<file path="config.mk">
export PLATFORM = sky130hd
export DESIGN_NAME = seg7_scan_driver
export DESIGN_NICKNAME = d
export VERILOG_FILES = /design/src/rtl/seg7_scan_driver.sv
export SDC_FILE = /design/constraint.sdc
export NUM_CORES = 1
export LEC_CHECK = 0
export BUFFER_PORTS_ARGS = -buffer_cell sky130_fd_sc_hd__buf_4
export CORE_MARGIN = 2
export CORE_UTILIZATION = 55
export CTS_CLUSTER_SIZE = 30
export DETAILED_ROUTE_END_ITERATION = 16
export GPL_TIMING_DRIVEN = 1
export HOLD_SLACK_MARGIN = 0.1
export PLACE_DENSITY = 0.89
export SETUP_SLACK_MARGIN = 0.1
export SYNTH_ARGS = -nofsm -noshare
export SYNTH_HDL_FRONTEND = slang
export SYNTH_SLANG_ARGS = --single-unit
</file>
<file path="constraint.sdc">
create_clock -name clk -period 2.35 [get_ports clk]
set_clock_uncertainty 0.2 [all_clocks]
set_input_delay 0.47 -clock clk [delete_from_list [all_inputs] [get_ports clk]]
set_output_delay 0.47 -clock clk [all_outputs]
set_load 0.03 [all_outputs]
</file>
<file path="src/rtl/seg7_scan_driver.sv">
// Time-multiplexed scan driver for a 4-digit common-anode seven-segment display.
// The input word is snapshotted once per frame so a frame never mixes two words.
module seg7_scan_driver #(
  parameter int TICKS_PER_DIGIT = 100000,
  parameter int DEAD_TICKS      = 2000
) (
  input  logic        clk,
  input  logic        rst_n,
  input  logic [31:0] sevenSeg,
  input  logic        lz_en,
  input  logic        blank,
  output logic [3:0]  an,
  output logic [7:0]  seg,
  output logic        frame_done
);

  localparam int CW = (TICKS_PER_DIGIT > 1) ? $clog2(TICKS_PER_DIGIT) : 1;
  localparam logic [CW-1:0] CNT_LAST = CW'(TICKS_PER_DIGIT - 1);
  localparam logic [CW-1:0] CNT_DEAD = CW'(DEAD_TICKS);
  localparam logic [7:0]    ZERO_PAT = 8'h81;

  logic [CW-1:0] cnt_q, cnt_d;
  logic [1:0]    idx_q, idx_d;
  logic          primed_q, primed_d;
  logic [31:0]   shw_q, shw_d;
  logic [3:0]    an_q, an_d;
  logic [7:0]    seg_q, seg_d;
  logic          frame_done_q, frame_done_d;

  logic          slot_end;
  logic          frame_wrap;
  logic          dark;
  logic [7:0]    digit_byte [4];
  logic [3:0]    digit_zero;
  logic [3:0]    digit_blanked;

  genvar gi;
  generate
    for (gi = 0; gi < 4; gi++) begin : g_digit
      assign digit_byte[gi] = shw_q[8*gi +: 8];
      assign digit_zero[gi] = (shw_q[8*gi +: 8] == ZERO_PAT);
    end
  endgenerate

  // Blanking cascades from the most significant digit; the lower two always show.
  assign digit_blanked[3] = lz_en && digit_zero[3];
  assign digit_blanked[2] = digit_blanked[3] && digit_zero[2];
  assign digit_blanked[1] = 1'b0;
  assign digit_blanked[0] = 1'b0;

  assign slot_end   = (cnt_q == CNT_LAST);
  assign frame_wrap = slot_end && (idx_q == 2'd3);

  always_comb begin
    cnt_d        = slot_end ? '0 : cnt_q + 1'b1;
    idx_d        = slot_end ? idx_q + 2'd1 : idx_q;
    primed_d     = 1'b1;
    shw_d        = (!primed_q || frame_wrap) ? sevenSeg : shw_q;
    frame_done_d = frame_wrap;
  end

  // The priming edge is kept dark too, so a zero dead time never flashes the reset word.
  always_comb begin
    dark  = blank || !primed_q || (cnt_q < CNT_DEAD) || digit_blanked[idx_q];
    an_d  = 4'hF;
    seg_d = 8'hFF;
    if (!dark) begin
      an_d  = ~(4'b0001 << idx_q);
      seg_d = digit_byte[idx_q];
    end
  end

  always_ff @(posedge clk or negedge rst_n) begin
    if (!rst_n) begin
      cnt_q        <= '0;
      idx_q        <= 2'd0;
      primed_q     <= 1'b0;
      shw_q        <= 32'hFFFF_FFFF;
      an_q         <= 4'hF;
      seg_q        <= 8'hFF;
      frame_done_q <= 1'b0;
    end else begin
      cnt_q        <= cnt_d;
      idx_q        <= idx_d;
      primed_q     <= primed_d;
      shw_q        <= shw_d;
      an_q         <= an_d;
      seg_q        <= seg_d;
      frame_done_q <= frame_done_d;
    end
  end

  assign an         = an_q;
  assign seg        = seg_q;
  assign frame_done = frame_done_q;

endmodule

</file>
Word-level counts from Yosys, hierarchy flattened
Cells that the tools add are included.

storage, ports and cells
  bits in registers = 65
  bits of input ports = 36
  logic and storage cells = 35

cells by class
  add/subtract/negate cells = 2
  $lt $le $gt $ge = 3
  equal/unequal tests = 4
  shift operators = 1
  mux-type cells = 8
  bitwise operators = 2
  reduce and logical (&&, ||, !) cells = 8

operators with widths
  operator                                                                 number
  8-bit 2-to-1 mux                                                         3
  17-bit by 1-bit adder with 17-bit output (second input constant)         1
  17-bit equality test (second input constant)                             1
  17-bit by 11-bit < comparator with 1-bit output (second input constant)  1
  17-bit 2-to-1 mux                                                        1
  8-bit binary-select mux with 2-bit select                                1
  8-bit equality test (second input constant)                              2
  1-bit logical OR                                                         4
  4-bit 2-to-1 mux                                                         1
  4-bit NOT                                                                1
  1-bit by 2-bit left shift with 4-bit output (first input constant)       1
  3-bit greater-or-equal comparator (second input constant)                1
  1-bit logical AND                                                        3
  2-bit by 3-bit < comparator with 1-bit output (second input constant)    1
  2-bit NOT with 3-bit output                                              1
  2-bit by 1-bit adder with 2-bit output (second input constant)           1
  1-bit binary-select mux with 2-bit select                                1
  2-bit equality test (second input constant)                              1
  1-bit zero test                                                          1
  1-bit 2-to-1 mux                                                         1

Longest topological paths before layout
Gate-level depths: netlist (run 1).

  depth in word-level cells = 7
  depth in mapped cells = 6
  depth with buffers taken out = 5

Least setup slack after synthesis (run 1)
No wires, ideal clock.

  path type = register to register
  from = reg cnt_q[13]
  to = reg shw_q[0]
  arrival = 1.907 ns
  required time = 2.068 ns
  setup slack = 0.161 ns
  stages on the path, launching flop included = 6
  buffers on the path = 1
  clock period less this slack = 2.189 ns
  path through = dfrtp_1 -> or4_4 -> nor4_4 -> a21bo_4 -> buf_12 -> mux2_4

on the way
  cells in the longest elaborated chain, start to end = 3

ends and longest elaborated chain
  element                   line  source
  start: declaration        22    logic [CW-1:0] cnt_q, cnt_d;
  start signal: assignment  83    cnt_q <= cnt_d;
  17-bit equality test      51    assign slot_end = (cnt_q == CNT_LAST);
  1-bit logical AND         52    assign frame_wrap = slot_end && (idx_q == 2'd3);
  1-bit logical OR          58    shw_d = (!primed_q || frame_wrap) ? sevenSeg : shw_q;
  end signal: assignment    86    shw_q <= shw_d;
  end: declaration          25    logic [31:0] shw_q, shw_d;

No other way between the ends.
A chain may end at the register's enable or synchronous reset.

Final worst setup path (run 1)
  from = reg cnt_q[8]
  to = reg shw_q[4]

Same word-level chain as after synthesis.

==> impl_metrics.yaml, run 1 <==
synth:
  synthCells: 206
  yosysUniqueCellTypes: 37
  yosysSeqAreaShare: 0.550
  synthFlopType: "dfstp_2"
  synth_edf_count: 0
  avgSynthCellArea_um2: 14.8
  netlist_area_um2: 3060
  synth_async_sr_flop_share: 1.00
  yosys.area.top_type: "dfstp_2"
  netlist_top_cells_area: "dfstp_2 38%, dfrtp_1 17%, mux2_4 15%"
  syn_nets: 247
  yosysWarnings: 0
  ys_seq_elements: 65
  yosysTopAreaCellShare: 0.378
setup_path:
  reg2reg_depth: 5
  slowest_stage: "or4bb_4"
  path_cells: "or4bb_4 > nor4_4 > a21bo_4 > buf_12 > mux2_4"
  cp-start-kind: "register"
  path_max_fanout: 10
  critPathCapture: "shw_q[4]$_DFFE_PN1P_"
  critPathKind: "reg -> reg"
  crit_required_ns: 2.41
  reg2reg_slack_ns: 0.06
  cp.arrival_ns: 2.35
  r2r-start: "cnt_q[8]$_DFF_PN0_"
  cp_slowest_stage_delay_ns: 0.56
  timing.rr.end: "shw_q[4]$_DFFE_PN1P_"
  critPathLaunch: "cnt_q[8]$_DFF_PN0_"
  endpoint_kind: "register"
layout:
  diodes: 0
  n_fill_cell: 350
  final_layout_size_suffix_gt1_frac: 0.631
  postLayoutCellArea_um2: 3780
  syn_to_final_growth_pct: 23.6
  final_cells: 351
  nets: 315
  layout_common_cells: "60 x buf_4, 44 x dfstp_2, 30 x mux2_4"
  layout_commonest_cell: "buf_4"
power:
  fin_total_pwr_mw: 2.35
  powerDensity_nw_per_um2: 622
  leakage_nw: 1.67
  vdd_ir_drop_max_mv: 0.380
floorplan:
  start_util: 0.562
  fp-row-count: 27
  die_y_um: 78.6
  ioPinCount: 49
  die-area_um2: 6170
  die_w_um: 78.6
  core_area_um2: 5440
grt:
  overflow: 0
  grt_pass1_wl_um: 9700
  grtUsageTotal: 0.209
  grt_pass1_vias: 1977
  grt_max_degree: 66
  antenna_found_initial: 0
hold_path:
  hp-start: "sevenSeg[5]"
  hold_class: "in -> reg"
timing:
  slew_violations: 0
  worstMarginPinSlew_ns: 0.757
  hold_violations: 0
  clock.fmax_mhz: 437
  min_period_over_period: 0.975
  relSlewSlack: 0.495
  setup_viol: 0
  fin_setup_tns_ns: 0
  period_needed_ns: 2.29
  rsz0062_at_grt: "true"
detailed_routing:
  wl_per_cell_um: 16.1
  first_pass_iters: 4
  ant_nets: 0
  vias_per_cell: 5.36
  drtIter0Drc: 101
  routed_wl_um: 5670
  remaining_drc_errors: 0
  vias: 1881
clocking:
  cts.path.max_buffers: 2
  cts_tree: "built"
  insertion_delay_ns: 0.33
  cts_buffers: 9
  cts-root-buf: "clkbuf_8"
  cts_num_sinks: 65
  clk_pin_slew_ns: 0.07
  htree_num_levels: 3
place:
  io_buffers: 48
  place_area_um2: 3560
  dp_hpwl_um: 4190
  place_congestion: 0.866
  dp.cells: 331
outcome:
  status: "completed"
run:
  cap_violations: 0
cells by family (layout without fill, tap and decap cells):
kind of cell	after synthesis	after routing	synth area share
AOI/OAI and AO/OA	10	10	0.0258
xor gates and xnor gates	14	14	0.0401
adders and majority gates	5	5	0.0205
buffers and inverters	16	89	0.0360
DFF	65	65	0.550
muxes	40	40	0.214
other	1	1	0.00123
and+or+nand+nor	55	55	0.113
routing by layer:
| metal | vias to the layer above | part of all wire | global-route usage |
|---|---|---|---|
| met5 | - | 0 | 0 |
| li1 | 872 | - | - |
| met4 | 0 | 0.022 | 0.118 |
| met3 | 11 | 0.039 | 0.0402 |
| met1 | 947 | 0.45 | 0.272 |
| met2 | 51 | 0.49 | 0.330 |
where the power goes:
part	leakage, nW	total (mW)	switching [mW]	internal [mW]
clock network	0.0956	0.864	0.390	0.474
logic	0.833	0.222	0.0693	0.153
registers	0.739	1.27	0.0459	1.22
total	1.67	2.35	0.506	1.85
cell type report:
type,count,area (µm²),area share
Sequential cell,65,1680,0.445
Clock buffer,14,174,0.0460
Tap cell,72,90.1,0.0238
Timing Repair Buffer,64,520,0.138
Inverter,9,33.8,0.00894
Multi-Input combinational cell,125,1270,0.336
Clock inverter,2,10.0,0.00265
cells in the mapped netlist, types with 6 or more instances:
| cell | n |
|---|---|
| mux4_2 | 8 |
| dfstp_2 | 44 |
| dfrtp_1 | 21 |
| nor2_1 | 9 |
| inv_1 | 9 |
| xor2_1 | 6 |
| or2_2 | 12 |
| nand3_1 | 6 |
| mux2_4 | 30 |
| xnor2_1 | 8 |
worst max-delay path: cells and delay by family, from the launching register on:
family	cells	cell delay, ns
buffers and inverters	1	0.17
flip-flops	1	0.39
AO/OA/AOI/OAI	1	0.26
multiplexers	1	0.31
AND/OR/NAND/NOR	2	0.88
sequential cells by signal, summed over array words and instances, names as in the netlist:
name,count
primed_q,1
an,4
shw_q,32
seg,8
cnt_q,17
idx_q,2
frame_done,1
repair_timing:
item	in CTS	in global routing
gates resized for setup	1	0
hold buffers	1	0
buffers inserted	3	0
pin swaps	2	0
endpoints found under the hold margin	21	0
setup endpoints to repair	30	33
stage by stage:
stage                     hold slack [ns]   util  setup WS (ns)
after floorplan                   -0.0256      -          0.161
after global placement              0.270  0.654         0.0961
after detailed placement            0.285  0.654         0.0392
after CTS                           0.152  0.695         0.0649
after global routing                0.142  0.695       0.000682
final                               0.164  0.695         0.0597
how the worst min path moves through the flow:
| stage | endpoint | cells past startpoint |
|---|---|---|
| global placement | cnt_q[0]$_DFF_PN0_ | 1 |
| detailed placement | cnt_q[0]$_DFF_PN0_ | 1 |
| floorplan | cnt_q[0]$_DFF_PN0_ | 0 |
| global route | shw_q[31]$_DFFE_PN1P_ | 2 |
| finish | shw_q[5]$_DFFE_PN1P_ | 2 |
| CTS | shw_q[5]$_DFFE_PN1P_ | 2 |
(Power assumes the default switching activity.)
==> run 2: changes to the inputs <==
--- a/config.mk
+++ b/config.mk
@@ -13,7 +13,6 @@
 export GPL_TIMING_DRIVEN = 1
 export HOLD_SLACK_MARGIN = 0.1
 export PLACE_DENSITY = 0.89
-export SETUP_SLACK_MARGIN = 0.1
 export SYNTH_ARGS = -nofsm -noshare
 export SYNTH_HDL_FRONTEND = slang
 export SYNTH_SLANG_ARGS = --single-unit
==> impl_metrics.yaml, run 2 (synthesis gave the netlist of run 1 again) <==
setup_path:
  crit_required_ns: 2.41
  cp-start-kind: "register"
  reg2reg_depth: 5
  crit_buf_inv: 1
  path_max_fanout: 7
  endpoint_kind: "register"
  slowest_stage: "or4_4"
  cp_slowest_stage_delay_ns: 0.57
  critPathTopFamily: "simple AND/OR/NAND/NOR gates"
  path_cells: "or4_4 > nor4_4 > a21bo_4 > clkbuf_16 > mux2_4"
  cp.depth: 5
  critPathKind: "reg -> reg"
  cp.arrival_ns: 2.37
floorplan:
  die_y_um: 78.6
  start_util: 0.562
  fp-row-count: 27
  ioPinCount: 49
  die-area_um2: 6170
  core_area_um2: 5440
  die_w_um: 78.6
timing:
  hold_violations: 0
  setup_viol: 0
  slew_violations: 0
  fin_setup_tns_ns: 0
  period_needed_ns: 2.30
  rsz0062_at_grt: "true"
  clock.fmax_mhz: 434
  relSlewSlack: 0.488
  worstMarginPinSlew_ns: 0.768
  min_period_over_period: 0.980
clocking:
  htree_num_levels: 3
  insertion_delay_ns: 0.34
  cts-root-buf: "clkbuf_8"
  cts_resized: 0
  cts_buffers: 9
  cts.path.max_buffers: 2
  cts_num_sinks: 65
  clk_pin_slew_ns: 0.07
  cts_tree: "built"
layout:
  largest_register_ff_count: 32
  syn_to_final_growth_pct: 24.3
  diodes: 0
  nets: 316
  layout_common_cells: "60 x buf_4, 44 x dfstp_2, 30 x mux2_4"
  layout_commonest_cell: "buf_4"
  final_layout_size_suffix_gt1_frac: 0.629
  largest-register: "shw_q"
  utilization: 0.699
hold_path:
  hold_class: "in -> reg"
  hold_depth: 2
detailed_routing:
  ant_nets: 0
  wl_per_cell_um: 16.7
  first_pass_iters: 4
  routed_wl_um: 5880
  remaining_drc_errors: 0
  vias_per_cell: 5.37
  vias: 1889
  drtIter0Drc: 95
grt:
  overflow: 0
  grt_max_degree: 66
  antenna_found_initial: 0
  grtUsageTotal: 0.208
  grt_pass1_vias: 1965
  grt_pass1_wl_um: 9620
power:
  switchingPower_uw: 515
  seqPwrFrac: 0.537
  p_comb_frac: 0.095
  leakage_nw: 1.68
  powerDensity_nw_per_um2: 622
  switching_share: 0.218
  p_int_mw: 1.85
  vdd_ir_drop_max_mv: 0.380
  clockPowerShare: 0.368
place:
  dp_hpwl_um: 4190
  place_congestion: 0.866
  io_buffers: 48
run:
  cap_violations: 0
outcome:
  status: "completed"
run 2: area by class of cell:
| cell class | count | area, µm² |
|---|---|---|
| tap | 72 | 90.1 |
| multi-input combinational | 125 | 1270 |
| timing repair buffer | 65 | 546 |
| fill | 334 | 1640 |
| clock buffer | 14 | 174 |
| inverter | 9 | 33.8 |
| sequential | 65 | 1680 |
| clock inverter | 2 | 10.0 |
run 2: path summary, 6_finish.rpt:
kind / from / to / slack, ns
worst max-delay path: cnt_q[13]$_DFF_PN0_ / shw_q[26]$_DFFE_PN1P_ / 0.05
worst min-delay path: sevenSeg[6] / shw_q[6]$_DFFE_PN1P_ / 0.16
worst max register to register: cnt_q[13]$_DFF_PN0_ / shw_q[26]$_DFFE_PN1P_ / 0.05
worst min register to register: cnt_q[0]$_DFF_PN0_ / cnt_q[0]$_DFF_PN0_ / 0.28
max in group asynchronous: rst_n / cnt_q[14]$_DFF_PN0_ / 0.90
min in group asynchronous: rst_n / cnt_q[1]$_DFF_PN0_ / 0.56
run 2: layer usage:
metal | global-route usage | up-vias | wire [µm]
met5 | 0 | - | 0
met4 | 0.118 | 0 | 191
met3 | 0.0402 | 17 | 195
met2 | 0.326 | 48 | 2860
met1 | 0.271 | 952 | 2640
li1 | - | 872 | -
run 2: timing repair:
action	CTS	global route
endpoints found under the hold margin	21	0
buffers inserted	0	3
hold buffers	1	0
setup endpoints to repair	0	27
run 2: per-stage QoR:
| step | area, µm² | hold WS (ns) | worst slack [ns] | total power [mW] | cells |
|---|---|---|---|---|---|
| after floorplan | 3060 | -0.0256 | 0.161 | 1.40 | 206 |
| after global placement | 3560 | 0.270 | 0.0961 | 1.49 | 331 |
| after detailed placement | 3560 | 0.285 | 0.0392 | 1.50 | 331 |
| after CTS | 3750 | 0.152 | 0.0289 | 2.37 | 348 |
| after global routing | 3800 | 0.142 | -0.0115 | 2.46 | 352 |
| final | 3800 | 0.157 | 0.0461 | 2.36 | 352 |
run 2: power groups by stage:
stage          Sequential (mW)  Combinational, mW  Clock, mW
2_1_floorplan             1.26              0.139          0
5_1_grt                   1.27              0.241      0.947
4_1_cts                   1.26              0.223      0.878
3_5_place_dp              1.28              0.220          0
3_3_place_gp              1.28              0.213          0
6_report                  1.27              0.225      0.870
==> run 3: changes to the inputs <==
--- a/config.mk
+++ b/config.mk
@@ -6,12 +6,14 @@
 export NUM_CORES = 1
 export LEC_CHECK = 0
 export BUFFER_PORTS_ARGS = -buffer_cell sky130_fd_sc_hd__buf_4
+export CORE_ASPECT_RATIO = 0.9
 export CORE_MARGIN = 2
 export CORE_UTILIZATION = 55
 export CTS_CLUSTER_SIZE = 30
 export DETAILED_ROUTE_END_ITERATION = 16
 export GPL_TIMING_DRIVEN = 1
 export HOLD_SLACK_MARGIN = 0.1
+export MAX_ROUTING_LAYER = met4
 export PLACE_DENSITY = 0.89
 export SYNTH_ARGS = -nofsm -noshare
 export SYNTH_HDL_FRONTEND = slang
==> impl_metrics.yaml, run 3 (synthesis gave the netlist of run 1 again) <==
outcome:
  status: "completed"
clocking:
  cts_setup_buffers: 0
  insertion_delay_ns: 0.35
  cts_tree: "built"
  cts_resized: 0
  cts-root-buf: "clkbuf_8"
  clk_pin_slew_ns: 0.08
  cts_num_sinks: 65
  cts_buffers: 9
  htree_num_levels: 3
  cts.path.max_buffers: 2
  cts.hold.buffers_added: 1
grt:
  overflow: 0
  grt_pass1_wl_um: 10100
  antenna_found_initial: 0
  grtUsageTotal: 0.240
  grt_max_degree: 66
  grt_pass1_vias: 2077
layout:
  layout_common_cells: "54 x buf_4, 44 x dfstp_2, 30 x mux2_4"
  largest-register: "shw_q"
  final_cells: 339
  utilization: 0.703
  syn_to_final_growth_pct: 22.3
  final_layout_size_suffix_gt1_frac: 0.625
  layout_commonest_cell: "buf_4"
  diodes: 0
  largest_register_ff_count: 32
  nets: 308
  n_fill_cell: 349
power:
  fin_total_pwr_mw: 2.53
  vdd_ir_drop_max_mv: 0.459
  powerDensity_nw_per_um2: 676
  leakage_nw: 1.64
timing:
  min_period_over_period: 0.973
  hold_ws_ns: 0.144
  relSlewSlack: 0.473
  hold_violations: 0
  period_needed_ns: 2.29
  rsz0062_at_grt: "false"
  fin_setup_tns_ns: 0
  worstMarginPinSlew_ns: 0.790
  clock.fmax_mhz: 437
  slew_violations: 0
  setup_viol: 0
floorplan:
  core_area_um2: 5320
  die-area_um2: 6170
  die_w_um: 82.6
  ioPinCount: 49
  fp-row-count: 25
  die_y_um: 74.7
  start_util: 0.575
setup_path:
  critPathKind: "reg -> reg"
  path_max_fanout: 19
  cp-start-kind: "register"
  endpoint_kind: "register"
  cp.arrival_ns: 2.37
  crit_required_ns: 2.43
place:
  dp.cells: 322
  io_buffers: 48
  place_congestion: 0.880
  dp_hpwl_um: 4320
run:
  cap_violations: 0
detailed_routing:
  met1_length_um: 2590
  wl_met3_um: 327
  met2_wirelength_um: 3060
  remaining_drc_errors: 0
  first_pass_iters: 4
  routed_wl_um: 6130
  highest_layer: "met4"
  ant_nets: 0
  drtIter0Drc: 104
  vias: 1839
  vias_per_cell: 5.42
  wl_per_cell_um: 18.1
hold_path:
  hold_class: "in -> reg"
## run 3: cell count changes in the layout (fill, tap and decap cells not counted), sizes merged
| cell | delta |
|---|---|
| clkbuf | -5 |
| bufinv | +2 |
| clkinvlp | +1 |
| buf | -7 |
| inv | +1 |
## run 3: path summary, 6_finish.rpt
check,startpoint,to,slack [ns],cells after the start
min,sevenSeg[5],shw_q[5]$_DFFE_PN1P_,0.14,2
min in group asynchronous,rst_n,frame_done$_DFF_PN0_,0.56,2
max reg2reg,cnt_q[13]$_DFF_PN0_,shw_q[14]$_DFFE_PN1P_,0.06,5
max in group asynchronous,rst_n,cnt_q[15]$_DFF_PN0_,0.88,2
max,cnt_q[13]$_DFF_PN0_,shw_q[14]$_DFFE_PN1P_,0.06,5
min reg2reg,cnt_q[0]$_DFF_PN0_,cnt_q[0]$_DFF_PN0_,0.31,1
## run 3: area by class of cell
class	instances	area, µm²	share of cell area
Multi-Input combinational cell	125	1270	0.339
Clock inverter	6	90.1	0.0241
Clock buffer	10	128	0.0341
Timing Repair Buffer	57	455	0.122
Inverter	9	33.8	0.00904
Tap cell	67	83.8	0.0224
Sequential cell	65	1680	0.450
## run 3: critical path, cell delays in order, from the launching register on
cell     delay, ns
dfrtp_1       0.41
or4_4         0.57
nor4_4        0.31
a21bo_4       0.20
buf_12        0.19
mux2_4        0.33
## run 3: where the power goes
part	internal, mW	switching (mW)
clock network	0.601	0.446
registers	1.22	0.0455
logic	0.146	0.0701
total	1.97	0.561
## run 3: per-stage QoR
stage                     setup slack [ns]  area [µm²]
after CTS                           0.0561        3740
after global routing                0.0165        3740
final                               0.0637        3740
after global placement               0.118        3510
after detailed placement            0.0642        3510
after floorplan                      0.161        3060
## run 3: layer usage
layer  global-route usage  vias to the layer above
met2                0.387                       54
met1                0.272                      921
met3               0.0683                       13
met4                0.128                        0
met5                    -                        -
li1                     -                      851
